### src/rtl/privacy_sram_pkg.sv
// privacy_sram_pkg: shared geometry, counter width and FSM state encoding for
// the privacy_SRAM sequencing controller. The ZERO state is only present when
// PRIVACY_SRAM_ZEROIZE_EN is defined.
package privacy_sram_pkg;

   localparam int ROWS   = 64;
   localparam int DATA_W = 10;
   localparam int ADDR_W = 6;
   localparam int CNT_W  = 4;

   localparam logic [2:0] ST_IDLE      = 3'd0;
   localparam logic [2:0] ST_PRECHARGE = 3'd1;
   localparam logic [2:0] ST_ACCESS    = 3'd2;
   localparam logic [2:0] ST_SENSE     = 3'd3;
   localparam logic [2:0] ST_RECOVER   = 3'd4;
`ifdef PRIVACY_SRAM_ZEROIZE_EN
   localparam logic [2:0] ST_ZERO      = 3'd5;
`endif

   typedef enum logic [2:0] {
      S_IDLE      = ST_IDLE,
      S_PRECHARGE = ST_PRECHARGE,
      S_ACCESS    = ST_ACCESS,
      S_SENSE     = ST_SENSE,
      S_RECOVER   = ST_RECOVER
`ifdef PRIVACY_SRAM_ZEROIZE_EN
      ,
      S_ZERO      = ST_ZERO
`endif
   } state_t;

   // Phase counters count down from (cycles - 1) to zero.
   function automatic logic [CNT_W-1:0] cnt_load(input int cycles);
      return CNT_W'(cycles - 1);
   endfunction

endpackage

### src/rtl/privacy_sram_wl_dec.sv
// privacy_sram_wl_dec: registered 6-to-64 one-hot wordline decoder. The output
// is all-zero whenever the enable is low, so it can never be more than one-hot.
module privacy_sram_wl_dec
   import privacy_sram_pkg::*;
(
   input  logic              clk,
   input  logic              rst,
   input  logic              en,
   input  logic [ADDR_W-1:0] addr,
   output logic [ROWS-1:0]   wl
);

   logic [ROWS-1:0] wl_r;

   // Register the decoded wordline; cleared on reset or when disabled.
   always_ff @(posedge clk) begin
      if (rst) begin
         wl_r <= {ROWS{1'b0}};
      end else if (en) begin
         wl_r <= {{(ROWS-1){1'b0}}, 1'b1} << addr;
      end else begin
         wl_r <= {ROWS{1'b0}};
      end
   end

   assign wl = wl_r;

endmodule

### src/rtl/privacy_sram_ctrl.sv
// privacy_sram_ctrl: precharge / wordline / sense sequencer for the 64x10
// privacy_SRAM macro. All macro pins and handshake outputs are registered and
// derived from the next state, so each pin is aligned with its FSM phase.
// Optional full-array clear is compiled in with PRIVACY_SRAM_ZEROIZE_EN.
module privacy_sram_ctrl
   import privacy_sram_pkg::*;
#(
   parameter int PRE_CYC = 2,
   parameter int WL_CYC  = 2
)
(
   input  logic              wb_clk_i,
   input  logic              wb_rst_i,
   input  logic              req_valid,
   output logic              req_ready,
   input  logic              req_we,
   input  logic [ADDR_W-1:0] req_addr,
   input  logic [DATA_W-1:0] req_wdata,
   output logic              rsp_valid,
   output logic [DATA_W-1:0] rsp_rdata,
   output logic              busy,
   input  logic              zeroize_req,
   output logic              sram_preb,
   output logic              sram_read_en,
   output logic              sram_write_en,
   output logic [DATA_W-1:0] sram_din,
   input  logic [DATA_W-1:0] sram_dout,
   output logic [ROWS-1:0]   sram_wl
);

   if (PRE_CYC < 1 || PRE_CYC > 15) begin : g_bad_pre_cyc
      $error("PRE_CYC must be in 1..15");
   end
   if (WL_CYC < 1 || WL_CYC > 15) begin : g_bad_wl_cyc
      $error("WL_CYC must be in 1..15");
   end

   localparam logic [CNT_W-1:0]  PRE_LD   = cnt_load(PRE_CYC);
   localparam logic [CNT_W-1:0]  WL_LD    = cnt_load(WL_CYC);
   localparam logic [CNT_W-1:0]  CNT_ZERO = {CNT_W{1'b0}};

   state_t            state_r, state_s;
   logic [CNT_W-1:0]  cnt_r, cnt_s;
   logic              we_r;
   logic [ADDR_W-1:0] addr_r;
   logic [DATA_W-1:0] wdata_r;
   logic              hs_s, rsp_s, we_s, wl_en_s;
   logic [ADDR_W-1:0] wl_addr_s;
   logic [DATA_W-1:0] wdata_s;
   logic              req_ready_r, rsp_valid_r, busy_r, preb_r, rd_en_r, wr_en_r;
   logic [DATA_W-1:0] rdata_r, din_r;

`ifdef PRIVACY_SRAM_ZEROIZE_EN
   localparam logic [ADDR_W-1:0] LAST_ROW = ADDR_W'(ROWS - 1);
   logic              zero_r, zero_s;
   logic [ADDR_W-1:0] row_r, row_s;

   // During a sweep the access is a forced write of zero to the sweep row.
   always_comb begin
      if (zero_r) begin
         we_s      = 1'b1;
         wdata_s   = {DATA_W{1'b0}};
         wl_addr_s = row_r;
      end else begin
         we_s      = we_r;
         wdata_s   = wdata_r;
         wl_addr_s = addr_r;
      end
   end
`else
   logic unused_zeroize_s;
   assign unused_zeroize_s = zeroize_req;

   // Access parameters come straight from the latched request.
   always_comb begin
      we_s      = we_r;
      wdata_s   = wdata_r;
      wl_addr_s = addr_r;
   end
`endif

   // Next-state, phase counter and completion-pulse decode.
   always_comb begin
      state_s = state_r;
      cnt_s   = cnt_r;
      hs_s    = 1'b0;
      rsp_s   = 1'b0;
`ifdef PRIVACY_SRAM_ZEROIZE_EN
      zero_s  = zero_r;
      row_s   = row_r;
`endif
      case (state_r)
         S_IDLE: begin
`ifdef PRIVACY_SRAM_ZEROIZE_EN
            if (zeroize_req && req_ready_r) begin
               state_s = S_ZERO;
               zero_s  = 1'b1;
               row_s   = {ADDR_W{1'b0}};
            end else if (req_valid && req_ready_r) begin
               hs_s    = 1'b1;
               state_s = S_PRECHARGE;
               cnt_s   = PRE_LD;
            end else begin
               state_s = S_IDLE;
            end
`else
            if (req_valid && req_ready_r) begin
               hs_s    = 1'b1;
               state_s = S_PRECHARGE;
               cnt_s   = PRE_LD;
            end else begin
               state_s = S_IDLE;
            end
`endif
         end
         S_PRECHARGE: begin
            if (cnt_r == CNT_ZERO) begin
               state_s = S_ACCESS;
               cnt_s   = WL_LD;
            end else begin
               cnt_s   = cnt_r - 4'd1;
            end
         end
         S_ACCESS: begin
            if (cnt_r == CNT_ZERO) begin
               if (we_s) begin
                  state_s = S_RECOVER;
`ifdef PRIVACY_SRAM_ZEROIZE_EN
                  rsp_s   = !zero_r;
`else
                  rsp_s   = 1'b1;
`endif
               end else begin
                  state_s = S_SENSE;
               end
            end else begin
               cnt_s = cnt_r - 4'd1;
            end
         end
         S_SENSE: begin
            state_s = S_RECOVER;
            rsp_s   = 1'b1;
         end
         S_RECOVER: begin
`ifdef PRIVACY_SRAM_ZEROIZE_EN
            if (zero_r) begin
               if (row_r == LAST_ROW) begin
                  state_s = S_IDLE;
                  zero_s  = 1'b0;
                  rsp_s   = 1'b1;
               end else begin
                  state_s = S_ZERO;
                  row_s   = row_r + 6'd1;
               end
            end else begin
               state_s = S_IDLE;
            end
`else
            state_s = S_IDLE;
`endif
         end
`ifdef PRIVACY_SRAM_ZEROIZE_EN
         S_ZERO: begin
            state_s = S_PRECHARGE;
            cnt_s   = PRE_LD;
         end
`endif
         default: begin
            state_s = S_IDLE;
            cnt_s   = CNT_ZERO;
         end
      endcase
   end

   // Wordline stays up through ACCESS and SENSE; RECOVER drops it first.
   always_comb begin
      if ((state_s == S_ACCESS) || (state_s == S_SENSE)) begin
         wl_en_s = 1'b1;
      end else begin
         wl_en_s = 1'b0;
      end
   end

   // State, request latch and registered pin/handshake outputs.
   always_ff @(posedge wb_clk_i) begin
      if (wb_rst_i) begin
         state_r     <= S_IDLE;
         cnt_r       <= CNT_ZERO;
         we_r        <= 1'b0;
         addr_r      <= {ADDR_W{1'b0}};
         wdata_r     <= {DATA_W{1'b0}};
         req_ready_r <= 1'b0;
         rsp_valid_r <= 1'b0;
         rdata_r     <= {DATA_W{1'b0}};
         busy_r      <= 1'b0;
         preb_r      <= 1'b1;
         rd_en_r     <= 1'b0;
         wr_en_r     <= 1'b0;
         din_r       <= {DATA_W{1'b0}};
`ifdef PRIVACY_SRAM_ZEROIZE_EN
         zero_r      <= 1'b0;
         row_r       <= {ADDR_W{1'b0}};
`endif
      end else begin
         state_r     <= state_s;
         cnt_r       <= cnt_s;
         if (hs_s) begin
            we_r    <= req_we;
            addr_r  <= req_addr;
            wdata_r <= req_wdata;
         end
         if (state_r == S_SENSE) begin
            rdata_r <= sram_dout;
         end
         req_ready_r <= (state_s == S_IDLE);
         busy_r      <= (state_s != S_IDLE);
         rsp_valid_r <= rsp_s;
         preb_r      <= (state_s != S_PRECHARGE);
         rd_en_r     <= wl_en_s && !we_s;
         wr_en_r     <= (state_s == S_ACCESS) && we_s;
         din_r       <= ((state_s == S_ACCESS) && we_s) ? wdata_s : {DATA_W{1'b0}};
`ifdef PRIVACY_SRAM_ZEROIZE_EN
         zero_r      <= zero_s;
         row_r       <= row_s;
`endif
      end
   end

   privacy_sram_wl_dec u_wl_dec (
      .clk  (wb_clk_i),
      .rst  (wb_rst_i),
      .en   (wl_en_s),
      .addr (wl_addr_s),
      .wl   (sram_wl)
   );

   assign req_ready     = req_ready_r;
   assign rsp_valid     = rsp_valid_r;
   assign rsp_rdata     = rdata_r;
   assign busy          = busy_r;
   assign sram_preb     = preb_r;
   assign sram_read_en  = rd_en_r;
   assign sram_write_en = wr_en_r;
   assign sram_din      = din_r;

endmodule

### config.mk
export PLATFORM = sky130hd
export DESIGN_NAME = privacy_sram_ctrl
export DESIGN_NICKNAME = d
export VERILOG_FILES = /design/src/rtl/privacy_sram_pkg.sv /design/src/rtl/privacy_sram_wl_dec.sv /design/src/rtl/privacy_sram_ctrl.sv
export SDC_FILE = /design/constraint.sdc
export NUM_CORES = 1
export LEC_CHECK = 0
export BUFFER_PORTS_ARGS = -buffer_cell sky130_fd_sc_hd__clkbuf_2
export CORE_UTILIZATION = 50
export CTS_CLUSTER_SIZE = 24
export DETAILED_ROUTE_END_ITERATION = 10
export GPL_ROUTABILITY_DRIVEN = 0
export HOLD_SLACK_MARGIN = 0.06
export PLACE_DENSITY_LB_ADDON = 0.05
export SKIP_CTS_REPAIR_TIMING = 1
export SYNTH_ARGS = -nofsm -noshare
export SYNTH_HDL_FRONTEND = slang
export SYNTH_HIERARCHICAL = 1
export SYNTH_SLANG_ARGS = --single-unit
### constraint.sdc
create_clock -name wb_clk_i -period 2.8 [get_ports wb_clk_i]
set_input_delay 0.28 -clock wb_clk_i [delete_from_list [all_inputs] [get_ports wb_clk_i]]
set_output_delay 0.28 -clock wb_clk_i [all_outputs]
set_load 0.1 [all_outputs]
==> out/results.md, run 1 <==
| Group | Metric | Reported |
|---|---|---|
| sta | Hold WS | 0.239 ns |
| yosys | Gate count after technology mapping | 368 |
| critical path | Sequence of cells on the critical path | inv_1 -> ha_1 -> and4bb_2 -> nor2_1 -> a21oi_1 -> nor2_2 -> or4b_4 -> nor4_1 |
| critical path | Worst Reg2Reg Path Length in Cells | 8 |
| yosys | Cell types with the largest area share after synthesis | dfxtp_1 61%, nor2_1 5.1%, nand2_1 3.8% |
| clock network | TritonCTS sink count | 114 |
| critical path | Capture point of the worst reg-to-reg path | u_wl_dec/wl[0] |
| critical path | Worst setup path endpoint | u_wl_dec/wl[0] |
| power and ir drop | Leakage power total | 2.28 nW |
| critical path | Highest net fanout along the worst path | 16 |
| yosys | Share of flip-flops with an asynchronous set or reset after synthesis | 0 |
| yosys | Top cell type's share of synthesized area | 0.607 |
| final layout | Layout-stage area growth over the synthesis result | 40.1% |
| yosys | Syn_nets | 401 |
| critical path | Type of the setup path with the least slack | reg -> reg |
| routing | Remaining number of nets flagged by the antenna check after routing | 0 |
| critical path | Stage delay of the slowest cell on the critical path | 0.64 ns |
| power and ir drop | Pwr dens | 926 nW/um^2 |
| yosys | Most frequently used flop master after synthesis | dfxtp_1 |
| routing | Total Wirelength | 8620 microns |
| place | Detail Placement HPWL | 5310 microns |
| final layout | Share of final-layout standard cells stronger than drive strength 1 | 0.332 |
| clock network | Number of CTS-inserted buffers | 17 |
| final layout | Footprint of the flip-flops and latches | 2280 sq um |
| sta | Worst Clk Skew | 0.0112 ns |
| routing | DR WL/cell | 13.8 microns |
| routing | Initial DRC count | 138 |
| final layout | Final Cell Area | 5270 sq um |
| yosys | Cell with the most instances after synthesis | dfxtp_1 |
| clock network | Clock H-tree levels | 4 |
| yosys | Mean area per synthesized cell | 10.2 sq um |
| routing | DRC viols | 0 |
| sta | Crit path time final | 2.55 ns |
| routing | Detailed-route vias per instance | 4.97 |
| floorplanning | Number of primary I/O pins | 121 |
| floorplanning | Number of rows in the core area | 31 |
| grt | Largest net degree at the start of global routing | 23 |
| critical path | Worst setup path start | cnt_r[0] |
| yosys | Area leader, netlist | dfxtp_1 |
| floorplanning | Core Box Area | 7250 sq um |
| routing | Number of iterations in the first detailed-routing pass | 5 |
| critical path | Cell with the largest stage delay on the worst path | or4b_4 |
| critical path | Critical path data required time | 3.20 ns |
| critical path | Reg2Reg Setup Slack | 0.25 ns |
| yosys | FF+latch count, synth | 114 |
| critical path | Element type at the critical path end | flop |
| sta | Number of setup violations in the final report | 0 |
| sta | Final Slew Violations | 0 |
| sta | Highest clock frequency the design can meet | 392 MHz |
| grt | Vias in the first global route | 2,742 |
| critical path | Critical path launch point type | flop |
| clock network | Clock root buffer | clkbuf_8 |
| grt | First-pass GRT wire length | 12,900 microns |
| yosys | Top cells by count, synth | 114 x dfxtp_1, 51 x nor2_1, 38 x nand2_1, 22 x clkbuf_1, 20 x a21oi_1 |
| sta | Pin slew with the least headroom to its limit | 0.687 ns |
| clock network | Clock latency on the worst-skew pair | 0.50 ns |
| grt | Final global-route overflow total | 0 |
| yosys | Synth warnings | 6 |
| hold path | Worst min path class | in -> reg |
| place | Count of input and output buffers | 119 |
| routing | Total via count after detailed routing | 3,099 |
| sta | Setup Total Neg Slack | 0 ns |
| floorplanning | Die Span Y | 88.7 microns |
| sta | Worst max-slew margin expressed relative to the limit | 0.541 |
| final layout | Antenna diode count | 0 |
| power and ir drop | Maximum vdd drop | 525 uV |
| clock network | Clock tree from TritonCTS | yes |
| sta | Unrepaired setup endpoints after global routing | false |
| grt | Combined global-route utilization of all metal layers | 0.224 |
| clock network | Post-CTS clock slew at the launch and capture registers of the worst setup and hold paths | 0.06 ns |
| critical path | Arrival time worst endpoint | 2.95 ns |
| sta | Hold Violations, Final | 0 |
| final layout | Fill count | 557 |
| sta | Fin crit share | 0.911 |
| status | Run status | completed |
| floorplanning | Floorplan die area | 7880 sq um |
| yosys | Sequential fraction of the synthesis area | 0.607 |
| place | Placed standard-cell area | 4380 sq um |
| final layout | NumNets Final | 544 |
| yosys | Cell area after synthesis | 3760 sq um |
| final layout | Area used by multi-input combinational logic | 1320 sq um |
| floorplanning | Starting density of the core | 0.519 |
| floorplanning | Horizontal die dimension | 88.7 microns |
| yosys | Number of unique standard cell types used by synthesis | 45 |
| critical path | Worst reg2reg startpoint | cnt_r[0] |
| grt | Number of antenna violations at the first check in global routing | 0 |
| job | Max-cap viol count | 0 |
| clock network | Maximum count of clock buffers along a single path | 2 |
| yosys | Number of enable flip-flop cells after synthesis | 0 |
==> routing by layer <==
| layer | wire (microns) | part of all wire | up-vias | global-route usage |
|---|---|---|---|---|
| li1 | - | - | 1530 | - |
| met1 | 3830 | 0.44 | 1447 | 0.272 |
| met2 | 4220 | 0.49 | 116 | 0.344 |
| met3 | 505 | 0.059 | 6 | 0.0914 |
| met4 | 64 | 0.0074 | 0 | 0.110 |
| met5 | 0 | 0 | - | 0 |
==> sequential cells by signal, summed over array words and instances (netlist names) <==
signal         cells
busy               1
cnt_r              4
req_ready          1
wdata_r           10
rsp_rdata         10
sram_write_en      1
addr_r             6
sram_preb          1
state_r            3
rsp_valid          1
u_wl_dec/wl       64
we_r               1
sram_din          10
sram_read_en       1
==> kinds of logic after synthesis <==
family                   after synthesis  share of synthesized area
multiplexers                          10                     0.0266
flip-flops                           114                      0.607
buffers and inverters                 33                     0.0426
AND/OR/NAND/NOR                      172                      0.253
AO/OA/AOI/OAI                         37                     0.0649
adder cells (fa/ha/maj)                2                    0.00665
==> worst min-delay path by stage <==
stage | startpoint | cells past startpoint | end
2_1_floorplan | req_wdata[0] | 2 | wdata_r[0]
3_3_place_gp | wdata_r[1] | 2 | wdata_r[1]
3_5_place_dp | wdata_r[8] | 1 | sram_din[8]
4_1_cts | req_addr[1] | 3 | addr_r[1]
5_1_grt | wb_rst_i | 2 | wdata_r[6]
6_report | wb_rst_i | 2 | addr_r[2]
==> placed cells by master, fill, tap and decap left out, types with 7 or more instances in the layout <==
cell type / Yosys / routed
nand2_1: 38 / 38
clkbuf_2: 0 / 119
nor2_1: 51 / 50
nand2b_1: 8 / 8
a21oi_1: 20 / 20
and2_1: 11 / 11
nor3_1: 17 / 17
nor3_2: 9 / 9
mux2i_1: 10 / 10
nor4_1: 7 / 7
clkbuf_16: 0 / 16
dfxtp_1: 114 / 114
dlygate4sd3_1: 0 / 28
==> cell type report <==
type / instances / area share
Clock buffer: 19 / 0.0800
Clock inverter: 13 / 0.0349
Inverter: 4 / 0.00285
Multi-Input combinational cell: 221 / 0.251
Sequential cell: 114 / 0.433
Tap cell: 99 / 0.0235
Timing Repair Buffer: 153 / 0.175
==> worst max-delay path: cells and delay by family (launching register included) <==
kind	cells	cell delay, ns
AND/OR/NAND/NOR	5	1.54
flip-flops	1	0.43
adder cells (fa/ha/maj)	1	0.23
buffers and inverters	1	0.12
AO/OA/AOI/OAI	1	0.12
==> per-stage QoR <==
stage	cells	total power, W	utilization	worst slack [ns]
2_1_floorplan	368	0.00252	-	0.451
3_3_place_gp	563	0.00268	0.604	0.313
3_5_place_dp	563	0.00269	0.604	0.230
4_1_cts	595	0.00488	0.688	0.168
5_1_grt	623	0.00510	0.727	0.0331
6_report	623	0.00488	0.727	0.249
==> report_power, final <==
part	leakage, nW	internal, W	total (W)	switching [W]
combinational	1.08	0.000285	0.000869	0.000584
sequential	0.921	0.00172	0.00183	0.000112
clock	0.288	0.00144	0.00218	0.000737
total	2.28	0.00345	0.00488	0.00143
(Power assumes the default switching activity.)
==> run 2: changes to the inputs <==
--- a/config.mk
+++ b/config.mk
@@ -6,7 +6,7 @@
 export NUM_CORES = 1
 export LEC_CHECK = 0
 export BUFFER_PORTS_ARGS = -buffer_cell sky130_fd_sc_hd__clkbuf_2
-export CORE_UTILIZATION = 50
+export CORE_UTILIZATION = 40
 export CTS_CLUSTER_SIZE = 24
 export DETAILED_ROUTE_END_ITERATION = 10
 export GPL_ROUTABILITY_DRIVEN = 0
==> run 2 against run 1 <==
  * Total power is 1.7% lower
  * First-iteration DRC count is 29% lower
  * Highest routed layer unchanged
  * Setup slack better by 0.053 ns
  * Global-route usage is 4.8 points lower
  * Cell count is 1.9% higher
==> out/results.md, run 2 (synthesis results as in run 1) <==
| Group | Metric | Reported |
|---|---|---|
| status | Run status | completed |
| clock network | Number of CTS-inserted buffers | 17 |
| final layout | Layout-stage area growth over the synthesis result | 39.8% |
| final layout | Flip-flop count of the largest register, all copies and words added | 64 |
| routing | Initial DRC count | 98 |
| clock network | Clock root buffer | clkbuf_8 |
| critical path | Arrival time worst endpoint | 2.90 ns |
| critical path | Reg2Reg Setup Slack | 0.30 ns |
| critical path | Highest net fanout along the worst path | 16 |
| critical path | Critical path launch point type | flop |
| sta | Highest clock frequency the design can meet | 400 MHz |
| routing | Detailed-route vias per instance | 4.68 |
| sta | Worst Clk Skew | 0.00845 ns |
| critical path | Critical path data required time | 3.20 ns |
| job | Max-cap viol count | 0 |
| hold path | Hold path cells | 3 |
| place | Worst Setup Slack post-DPL | 0.265 ns |
| hold path | Worst min path class | in -> reg |
| floorplanning | Number of rows in the core area | 35 |
| sta | Setup Total Neg Slack | 0 ns |
| routing | DR WL/cell | 13.3 microns |
| power and ir drop | Maximum vdd drop | 451 uV |
| floorplanning | Die Span Y | 99.0 microns |
| grt | Largest net degree at the start of global routing | 27 |
| clock network | Clock H-tree levels | 4 |
| grt | Combined global-route utilization of all metal layers | 0.176 |
| routing | Remaining number of nets flagged by the antenna check after routing | 0 |
| final layout | Share of final-layout standard cells stronger than drive strength 1 | 0.334 |
| final layout | Antenna diode count | 0 |
| sta | Hold Violations, Final | 0 |
| hold path | Min-Delay Endpoint | rsp_rdata[7] |
| grt | Vias in the first global route | 2,683 |
| sta | Crit path time final | 2.50 ns |
| floorplanning | Horizontal die dimension | 99.0 microns |
| floorplanning | Floorplan die area | 9800 sq um |
| critical path | Worst reg2reg startpoint | cnt_r[0] |
| routing | DRC viols | 0 |
| clock network | TritonCTS sink count | 114 |
| floorplanning | Starting density of the core | 0.409 |
| routing | Number of iterations in the first detailed-routing pass | 4 |
| clock network | Maximum count of clock buffers along a single path | 2 |
| final layout | Most frequent cells in the layout | 119 x clkbuf_2, 114 x dfxtp_1, 50 x nor2_1, 38 x nand2_1, 27 x dlygate4sd3_1 |
| power and ir drop | Pwr dens | 912 nW/um^2 |
| grt | First-pass GRT wire length | 13,100 microns |
| clock network | Clock tree from TritonCTS | yes |
| sta | Final Slew Violations | 0 |
| critical path | Type of the setup path with the least slack | reg -> reg |
| critical path | Capture point of the worst reg-to-reg path | u_wl_dec/wl[4] |
| clock network | Clock latency on the worst-skew pair | 0.50 ns |
| final layout | NumNets Final | 544 |
| place | Detail Placement HPWL | 5320 microns |
| hold path | Worst Hold Launch | sram_dout[7] |
| final layout | Most common cell after layout, fill and taps aside | clkbuf_2 |
| sta | Number of setup violations in the final report | 0 |
| clock network | Post-CTS clock slew at the launch and capture registers of the worst setup and hold paths | 0.06 ns |
| sta | Worst setup slack after layout | 0.301 ns |
| grt | Number of antenna violations at the first check in global routing | 0 |
| floorplanning | Core Box Area | 9200 sq um |
| critical path | Element type at the critical path end | flop |
| routing | Total Wirelength | 8430 microns |
| critical path | Worst Reg2Reg Path Length in Cells | 8 |
| place | Count of input and output buffers | 119 |
| sta | Unrepaired setup endpoints after global routing | false |
| floorplanning | Number of primary I/O pins | 121 |
| routing | Total via count after detailed routing | 2,974 |
| power and ir drop | Leakage power total | 2.28 nW |
| sta | Worst max-slew margin expressed relative to the limit | 0.526 |
| grt | Final global-route overflow total | 0 |
| sta | Pin slew with the least headroom to its limit | 0.708 ns |
| sta | Fin crit share | 0.892 |
==> run 2: power by group <==
part	switching (W)	total (W)	internal [W]
combinational	0.000595	0.000884	0.000289
sequential	0.0000975	0.00182	0.00172
clock	0.000741	0.00210	0.00135
total	0.00143	0.00480	0.00336
==> run 2: stage by stage <==
step	util	hold slack (ns)	total power (W)	area [sq um]	instances
global placement	0.479	0.438	0.00269	4400	576
detailed placement	0.479	0.441	0.00270	4400	576
global route	0.572	0.0736	0.00503	5260	635
floorplan	-	0.416	0.00252	3760	368
finish	0.572	0.0208	0.00480	5260	635
CTS	0.542	-0.0187	0.00482	4990	608
==> run 2: final cells by class <==
class / count / area, sq um
inverter: 4 / 15.0
sequential: 114 / 2280
clock inverter: 13 / 160
timing repair buffer: 153 / 918
tap: 111 / 139
clock buffer: 19 / 422
fill: 825 / 3940
multi-input combinational: 221 / 1320
==> run 2: critical path, cell delays in order, from the launching register on <==
cell,delay [ns]
dfxtp_1,0.41
inv_1,0.11
ha_1,0.22
and4bb_2,0.25
nor2_1,0.17
a21oi_1,0.12
nor2_2,0.21
or4b_4,0.64
nor4_1,0.26
==> run 2: worst max-delay path by stage <==
stage | startpoint | to | slack (ns) | cells past startpoint
final | cnt_r[0] | u_wl_dec/wl[4] | 0.30 | 8
after detailed placement | cnt_r[0] | u_wl_dec/wl[4] | 0.27 | 8
after global placement | cnt_r[0] | u_wl_dec/wl[36] | 0.30 | 8
after floorplan | cnt_r[0] | u_wl_dec/wl[52] | 0.45 | 10
after global routing | cnt_r[0] | u_wl_dec/wl[4] | 0.06 | 8
after CTS | cnt_r[0] | u_wl_dec/wl[4] | 0.24 | 8
==> run 2: per-layer routing <==
metal,wire length [microns],track usage
met1,4110,0.224
met2,3700,0.257
met3,533,0.0780
met4,87,0.0758
met5,0,0
==> run 3: changes to the inputs <==
--- a/config.mk
+++ b/config.mk
@@ -6,7 +6,8 @@
 export NUM_CORES = 1
 export LEC_CHECK = 0
 export BUFFER_PORTS_ARGS = -buffer_cell sky130_fd_sc_hd__clkbuf_2
-export CORE_UTILIZATION = 40
+export CORE_UTILIZATION = 52
+export CTS_BUF_LIST = sky130_fd_sc_hd__clkbuf_2 sky130_fd_sc_hd__clkbuf_4 sky130_fd_sc_hd__clkbuf_8
 export CTS_CLUSTER_SIZE = 24
 export DETAILED_ROUTE_END_ITERATION = 10
 export GPL_ROUTABILITY_DRIVEN = 0
==> run 3 against run 2 <==
  * Non-clock buffer count decreased by 29
  * First-iteration DRC count increased by 120%
  * Setup slack got worse by 0.044 ns
  * Global-route usage increased by 3.9 points
  * Clock skew about the same
  * Register-to-register slack got worse by 0.04 ns
  * Clock power decreased by 25%
  * Critical path type unchanged
  * Largest cell class unchanged
==> out/results.md, run 3 (synthesis results as in run 1) <==
| Group | Metric | Reported |
|---|---|---|
| status | Run status | completed |
| power and ir drop | P_int | 0.00290 W |
| grt | Met2 Track Usage GR | 0.328 |
| place | Worst Setup Slack post-DPL | 0.192 ns |
| critical path | Worst path buffer plus inverter count | 1 |
| power and ir drop | Pwr dens | 883 nW/um^2 |
| place | Detail Placement HPWL | 5160 microns |
| clock network | Clock tree from TritonCTS | yes |
| grt | Grt peak-use layer | met2 |
| place | Placed standard-cell area | 4370 sq um |
| power and ir drop | Switching portion of total power | 0.315 |
| final layout | NumNets Final | 515 |
| sta | Setup Total Neg Slack | 0 ns |
| floorplanning | Number of primary I/O pins | 121 |
| sta | Final Slew Violations | 0 |
| final layout | Final Cell Area | 4790 sq um |
| routing | Remaining number of nets flagged by the antenna check after routing | 0 |
| sta | Worst setup slack after layout | 0.258 ns |
| grt | Vias in the first global route | 2,589 |
| place | Count of input and output buffers | 119 |
| routing | Initial DRC count | 219 |
| routing | DR WL/cell | 13.1 microns |
| final layout | Antenna diode count | 0 |
| sta | Hold Violations, Final | 0 |
| sta | Worst max-slew margin expressed relative to the limit | 0.528 |
| floorplanning | Core Box Area | 6910 sq um |
| critical path | Stage delay of the slowest cell on the critical path | 0.64 ns |
| sta | Number of setup violations in the final report | 0 |
| sta | Worst Clk Skew | 0.00868 ns |
| final layout | Flip-flop count of the largest register, all copies and words added | 64 |
| floorplanning | Number of rows in the core area | 30 |
| place | Cell total after placement | 559 |
| sta | Hold WS | 0.0889 ns |
| final layout | Share of final-layout standard cells stronger than drive strength 1 | 0.354 |
| clock network | Post-CTS clock slew at the launch and capture registers of the worst setup and hold paths | 0.07 ns |
| routing | DRC viols | 0 |
| final layout | Fill count | 595 |
| sta | Crit path time final | 2.54 ns |
| power and ir drop | Switch Pwr | 0.00133 W |
| routing | Total Wirelength | 7720 microns |
| grt | Final global-route overflow total | 0 |
| final layout | Non-filler instance count after layout | 591 |
| critical path | Cell with the largest stage delay on the worst path | or4b_4 |
| final layout | Layout-stage area growth over the synthesis result | 27.4% |
| critical path | Arrival time worst endpoint | 2.85 ns |
| grt | Combined global-route utilization of all metal layers | 0.215 |
| routing | Number of iterations in the first detailed-routing pass | 4 |
| critical path | Highest net fanout along the worst path | 16 |
| sta | Pin slew with the least headroom to its limit | 0.706 ns |
| clock network | Maximum count of clock buffers along a single path | 2 |
| job | Max-cap viol count | 0 |
| power and ir drop | Maximum vdd drop | 567 uV |
| power and ir drop | Leakage power total | 2.09 nW |
| critical path | Element type at the critical path end | flop |
| routing | Total via count after detailed routing | 2,900 |
| floorplanning | Horizontal die dimension | 87.1 microns |
| grt | Number of antenna violations at the first check in global routing | 0 |
| clock network | Clock latency on the worst-skew pair | 0.41 ns |
| power and ir drop | Sequential group share of total power | 0.434 |
| floorplanning | Starting density of the core | 0.545 |
| critical path | Type of the setup path with the least slack | reg -> reg |
| critical path | Cell family with most CP delay | simple AND/OR/NAND/NOR gates |
| hold path | Worst min path class | in -> reg |
| sta | Unrepaired setup endpoints after global routing | false |
| clock network | TritonCTS sink count | 114 |
| critical path | Critical path data required time | 3.11 ns |
| sta | Fin crit share | 0.908 |
| grt | Global-route track usage on met1 | 0.272 |
| grt | First-pass GRT wire length | 12,200 microns |
| grt | Met3 routing resource usage after global routing | 0.0938 |
| clock network | Clock root buffer | clkbuf_8 |
| routing | Detailed-route vias per instance | 4.91 |
| floorplanning | Die Span Y | 87.1 microns |
| final layout | Most common cell after layout, fill and taps aside | clkbuf_2 |
| clock network | Number of CTS-inserted buffers | 17 |
| clock network | Clock H-tree levels | 4 |
| final layout | Area used by multi-input combinational logic | 1320 sq um |
| power and ir drop | Clock share of power | 0.373 |
| sta | Highest clock frequency the design can meet | 393 MHz |
| critical path | Sequence of cells on the critical path | inv_1 -> ha_1 -> and4bb_2 -> nor2_1 -> a21oi_1 -> nor2_2 -> or4b_4 -> nor4_1 |
| grt | Largest net degree at the start of global routing | 27 |
| final layout | Most frequent cells in the layout | 119 x clkbuf_2, 114 x dfxtp_1, 50 x nor2_1, 38 x nand2_1, 20 x a21oi_1 |
| power and ir drop | Part of the total power dissipated in combinational logic | 0.193 |
| final layout | Footprint of the flip-flops and latches | 2280 sq um |
| critical path | Critical path launch point type | flop |
| floorplanning | Floorplan die area | 7580 sq um |
==> run 3: power groups by stage <==
stage	clock [W]	combinational, W	sequential [W]
floorplan	0	0.000504	0.00202
global placement	0	0.000805	0.00187
detailed placement	0	0.000812	0.00187
CTS	0.00161	0.000817	0.00184
global route	0.00169	0.000884	0.00186
finish	0.00158	0.000816	0.00184
==> run 3: worst paths after layout <==
check | from | endpoint | slack, ns | cells after the start
max reg2reg | cnt_r[0] | u_wl_dec/wl[4] | 0.26 | 8
max | cnt_r[0] | u_wl_dec/wl[4] | 0.26 | 8
min reg2reg | wdata_r[3] | wdata_r[3] | 0.45 | 2
min | req_wdata[3] | wdata_r[3] | 0.09 | 3
==> run 3: cell type report <==
cell class / instances / area share
clock inverter: 12 / 0.0326
timing repair buffer: 124 / 0.132
multi-input combinational: 221 / 0.276
inverter: 4 / 0.00313
clock buffer: 20 / 0.0548
tap: 96 / 0.0251
sequential: 114 / 0.476
==> run 3: metal layers <==
metal / routed length [microns] / vias to the layer above
li1: - / 1478
met1: 3510 / 1304
met2: 3540 / 110
met3: 598 / 8
met4: 70 / 0
met5: 0 / -
==> run 3: tightest hold or removal path, stage by stage <==
cell,delay (ns)
clkbuf_2,0.08
nand2_1,0.04
a21oi_1,0.05
==> run 3: stage by stage <==
step,util,total power [W]
floorplan,-,0.00252
CTS,0.693,0.00426
global route,0.694,0.00444
finish,0.694,0.00423
detailed placement,0.633,0.00268
global placement,0.633,0.00267
